[config.mk]
export PLATFORM = sky130hd
export DESIGN_NAME = quotient_multiplier_unit
export DESIGN_NICKNAME = d
export VERILOG_FILES = /design/src/rtl/quotient_multiplier_unit.sv
export SDC_FILE = /design/constraint.sdc
export NUM_CORES = 1
export LEC_CHECK = 0
export CAP_MARGIN = 25
export CORE_MARGIN = 3
export CORE_UTILIZATION = 60
export CTS_CLUSTER_DIAMETER = 200
export DETAILED_ROUTE_END_ITERATION = 10
export DONT_BUFFER_PORTS = 1
export PLACE_DENSITY = 0.76
export SLEW_MARGIN = 20
export SYNTH_ARGS = -nofsm -noshare
export SYNTH_HDL_FRONTEND = slang
export SYNTH_SLANG_ARGS = --single-unit
[constraint.sdc]
create_clock -name clk -period 7.6 [get_ports clk]
set_input_delay 1.52 -clock clk [delete_from_list [all_inputs] [get_ports clk]]
set_output_delay 1.52 -clock clk [all_outputs]
set_load 0.02 [all_outputs]
[src/rtl/quotient_multiplier_unit.sv]
// quotient_multiplier_unit: sequential shift-add multiplier that rebuilds a
// product from a multiplicand magnitude and a multiplier magnitude, consuming
// STEP multiplier bits per cycle, least-significant digit first.
module quotient_multiplier_unit #(
    parameter int unsigned A_W  = 23,
    parameter int unsigned B_W  = 13,
    parameter int unsigned STEP = 4
) (
    input  logic               clk,
    input  logic               rst,
    input  logic               in_valid,
    output logic               in_ready,
    input  logic [A_W-1:0]     a_mag,
    input  logic [B_W-1:0]     b_mag,
    input  logic               sign_in,
    output logic               out_valid,
    input  logic               out_ready,
    output logic [A_W+B_W-1:0] product,
    output logic               sign_out
);

    localparam int unsigned NSTEP = (B_W + STEP - 1) / STEP;
    localparam int unsigned BX_W  = NSTEP * STEP;
    localparam int unsigned ACC_W = A_W + BX_W;
    localparam int unsigned P_W   = A_W + B_W;
    localparam int unsigned CNT_W = (NSTEP > 1) ? $clog2(NSTEP) : 1;

    typedef enum logic [1:0] {
        IDLE = 2'd0,
        RUN  = 2'd1,
        DONE = 2'd2
    } state_t;

    state_t             state;
    logic [A_W-1:0]     a_lat;
    logic [BX_W-1:0]    b_lat;
    logic               sign_lat;
    logic [ACC_W-1:0]   acc;
    logic [CNT_W-1:0]   cnt;

    logic [STEP-1:0]    digit_c;
    logic [ACC_W-1:0]   acc_sum_c;
    logic               last_c;

    // Only IDLE can take a new operand pair.
    assign in_ready = (state == IDLE);

    // Current digit's partial product, aligned and added to the accumulator.
    always_comb begin
        digit_c   = STEP'(b_lat >> (STEP * 32'(cnt)));
        acc_sum_c = acc + ((ACC_W'(a_lat) * ACC_W'(digit_c)) << (STEP * 32'(cnt)));
        last_c    = (cnt == CNT_W'(NSTEP - 1));
    end

    // Control FSM with registered datapath and outputs.
    always_ff @(posedge clk or posedge rst) begin
        if (rst) begin
            state     <= IDLE;
            a_lat     <= '0;
            b_lat     <= '0;
            sign_lat  <= 1'b0;
            acc       <= '0;
            cnt       <= '0;
            product   <= '0;
            sign_out  <= 1'b0;
            out_valid <= 1'b0;
        end else begin
            case (state)
                IDLE: begin
                    if (in_valid) begin
                        a_lat    <= a_mag;
                        b_lat    <= BX_W'(b_mag);
                        sign_lat <= sign_in;
                        acc      <= '0;
                        cnt      <= '0;
                        state    <= RUN;
                    end
                end
                RUN: begin
                    acc <= acc_sum_c;
                    if (last_c) begin
                        cnt       <= '0;
                        product   <= acc_sum_c[P_W-1:0];
                        // Zero products never carry a negative sign.
                        sign_out  <= sign_lat & (acc_sum_c != '0);
                        out_valid <= 1'b1;
                        state     <= DONE;
                    end else begin
                        cnt <= cnt + CNT_W'(1);
                    end
                end
                DONE: begin
                    if (out_ready) begin
                        out_valid <= 1'b0;
                        state     <= IDLE;
                    end
                end
                default: begin
                    out_valid <= 1'b0;
                    state     <= IDLE;
                end
            endcase
        end
    end

endmodule

==> run summary <==
R2R setup slack -> 0.44 ns
Vias per inst -> 6.14
Area of the mapped netlist -> 0.0106 sq mm
CP required -> 7.91 ns
Critical Path AT -> 7.47 ns
Post-synthesis cell count -> 1234
Total global-route track usage -> 28.8%
Largest family of logic cells by synthesized area -> compound AO/OA/AOI/OAI gates
Worst Hold Class -> reg2reg
Drt pass-1 iters -> 5
Crit end category -> flip-flop
Synth Flop Type -> dfrtp_1
Vias -> 8919
Final Skew -> 0.0124 ns
Hold-critical path endpoint -> acc[19]
First-pass GRT wire length -> 45600 um
Final non-filler cell total -> 1453
Detail Route Antenna Nets -> 0
Worst Path Max Fanout -> 10
Max frequency -> 140 MHz
Total gr overflow -> 0
Compound-gate portion of the synthesized area -> 19.9%
Clk Latency, worst-skew pair -> 0.44 ns
Final Cycle Share -> 94.2%
Synth Net Count -> 1388
CTS H-tree depth -> 4
Port Buffers -> 0
Delay-heaviest family, CP -> simple AND/OR/NAND/NOR gates
Post-Synth XOR/XNOR Area -> 3.48%
Nets -> 1374
Initial Util -> 62.5%
Slew HR -> 37.7%
Starting DRT DRC Count -> 613
Die area -> 0.0193 sq mm
Row cnt -> 47
Fraction of the mapped netlist area in simple logic gates -> 18.9%
Post-Synth Adder-Cell Area -> 16.4%
Crit-path slowest cell -> fa_1
Total CTS buffers -> 17
Width of the chip -> 139 um
Remaining DRCs -> 0
CTS tree -> built
Library cells used by synthesis -> 82
# fillers -> 1334
WP buf/inv -> 4
Number of synthesized register bits -> 118
Synthesis Warnings -> 0
Routed WL per cell -> 19.1 um
CORE AREA -> 0.0169 sq mm
Clk root buf -> clkbuf_16
Proportion of layout cells with a drive suffix above 1 -> 13.7%
Ports -> 80
Most Frequent Cell on Critical Path -> mux2i_1
Number of global-route vias before repair -> 8723
Clk buf depth -> 2
Hold Path Depth -> 2
Setup CP Type -> reg2reg
CP peak stage delay -> 0.53 ns
Worst slew pin tran -> 0.934 ns
Synth-to-Final Area Change -> 10.2%
FF-to-FF Start -> cnt[1]
Post-synthesis mux area share -> 7.41%
Final setup fails -> 0
Final Wtd Congestion -> 0.963
Max Cap Violations -> 0
Clk pin slew, worst setup/hold paths -> 0.06 ns
DP Wirelength -> 20400 um
Post-Route WL -> 27700 um
R2r endpoint -> sign_out
Outcome -> finished, final reports clean
Synthesized area per cell -> 8.57 sq um
Sequential area share after synthesis -> 27.9%
Asr flop ratio synth -> 100%
Cell total after placement -> 1412
# hold bufs at CTS -> 0
Worst Min Path Start -> acc[19]
EDFF count, synth -> 0
R2R depth -> 31
Die Y -> 139 um
Initial antenna violation count -> 0
Final hold viol count -> 0
Critical Path Source Type -> flip-flop
Largest net degree at the start of global routing -> 72
Setup TNS -> 0 ns
Min Clock Period, post-route -> 7.16 ns
CTS sink count -> 118
Final count of pins violating max slew -> 0
ANT cells -> 0
state kept, by name, summed over array words and instances, names as in the netlist:
register   cells
cnt            2
b_lat         13
product       36
state          2
sign_out       1
out_valid      1
acc           39
a_lat         23
sign_lat       1
cell families (layout without fill, tap and decap cells):
logic type | count (synthesis) | count (layout)
buffers and inverters | 165 | 164
DFF | 118 | 118
AOI/OAI and AO/OA | 324 | 324
adders and majority gates | 113 | 113
xor gates and xnor gates | 42 | 42
and+or+nand+nor | 400 | 400
muxes | 72 | 72
Yosys cell counts, types with 15 or more instances:
cell | instances | area [sq um]
mux2_2 | 41 | 462
dfrtp_1 | 118 | 2950
ha_1 | 70 | 876
mux2i_1 | 30 | 300
xnor2_1 | 24 | 210
a21o_1 | 22 | 165
o22ai_1 | 27 | 169
xor2_1 | 18 | 158
clkbuf_1 | 53 | 199
inv_1 | 102 | 383
fa_1 | 43 | 861
nor3_1 | 18 | 90.1
nor2_1 | 41 | 154
o21ai_0 | 80 | 400
nand3_1 | 21 | 105
nand4_1 | 15 | 93.8
nand2_1 | 163 | 612
and2_1 | 77 | 482
a21oi_1 | 80 | 400
how the worst max path moves through the flow:
stage	endpoint	depth (start not counted)	startpoint
after floorplan	sign_out	32	cnt[0]
after global placement	sign_out	30	cnt[1]
after detailed placement	sign_out	30	cnt[1]
after CTS	sign_out	30	cnt[1]
after global routing	sign_out	30	cnt[1]
final	sign_out	31	cnt[1]
stage by stage:
step	cell area [sq um]	hold WS [ns]	setup slack [ns]	utilization, %
2_1_floorplan	10600	0.456	0.721	-
6_report	11700	0.500	0.443	68.8
5_1_grt	11700	0.523	-0.00647	68.8
4_1_cts	11400	0.504	0.0998	67.1
3_3_place_gp	10800	0.471	0.257	63.5
3_5_place_dp	10800	0.490	0.188	63.7
cell type report:
cell class | instances | area, sq um | share of cell area, %
Clock buffer | 17 | 425 | 3.65
Clock inverter | 15 | 144 | 1.23
Tap cell | 220 | 275 | 2.36
Inverter | 104 | 393 | 3.37
Multi-Input combinational cell | 951 | 7200 | 61.7
Timing Repair Buffer | 28 | 270 | 2.32
Sequential cell | 118 | 2960 | 25.3
worst min-delay path, stage by stage (launching register included):
cell     delay (ns)
dfrtp_1        0.35
nand2_1        0.05
o21ai_0        0.07
per-layer routing:
metal  share of wire, %  track usage [%]
met5                  0                0
met1                 45             40.5
met3                5.0             5.83
met2                 47             45.6
met4                2.2             8.08
cells in the final DEF (no fill, tap or decap), types with 4 or more instances in the layout:
| cell | instances |
|---|---|
| mux2_2 | 41 |
| and3_1 | 14 |
| o211ai_1 | 9 |
| inv_6 | 5 |
| nor2_1 | 37 |
| nor2_2 | 4 |
| a21oi_1 | 75 |
| nand3_1 | 21 |
| a211o_1 | 4 |
| ha_1 | 67 |
| o21bai_1 | 12 |
| o21ai_0 | 73 |
| xnor2_1 | 23 |
| a31oi_1 | 10 |
| mux2i_1 | 28 |
| nand2b_1 | 6 |
| o21ai_1 | 8 |
| o31ai_1 | 5 |
| o22ai_1 | 27 |
| o21ai_2 | 7 |
| fa_1 | 43 |
| nand4_1 | 15 |
| and4_1 | 5 |
| clkbuf_16 | 17 |
| xor2_1 | 16 |
| a21o_1 | 22 |
| a211oi_1 | 6 |
| and2_1 | 76 |
| nor2b_1 | 7 |
| or4_1 | 4 |
| buf_4 | 23 |
| nand2_1 | 162 |
| inv_1 | 101 |
| dfrtp_1 | 116 |
| a21oi_2 | 6 |
| nor3_1 | 17 |
| o21a_1 | 13 |
| or3_1 | 6 |
what timing repair did:
action | in CTS | in global routing
gates resized for setup | 0 | 47
endpoints found under the setup margin | 0 | 13
buffers inserted | 0 | 6
Power is not shown: default switching activity piles up to over one toggle a cycle in this logic, so the estimate is an artifact.
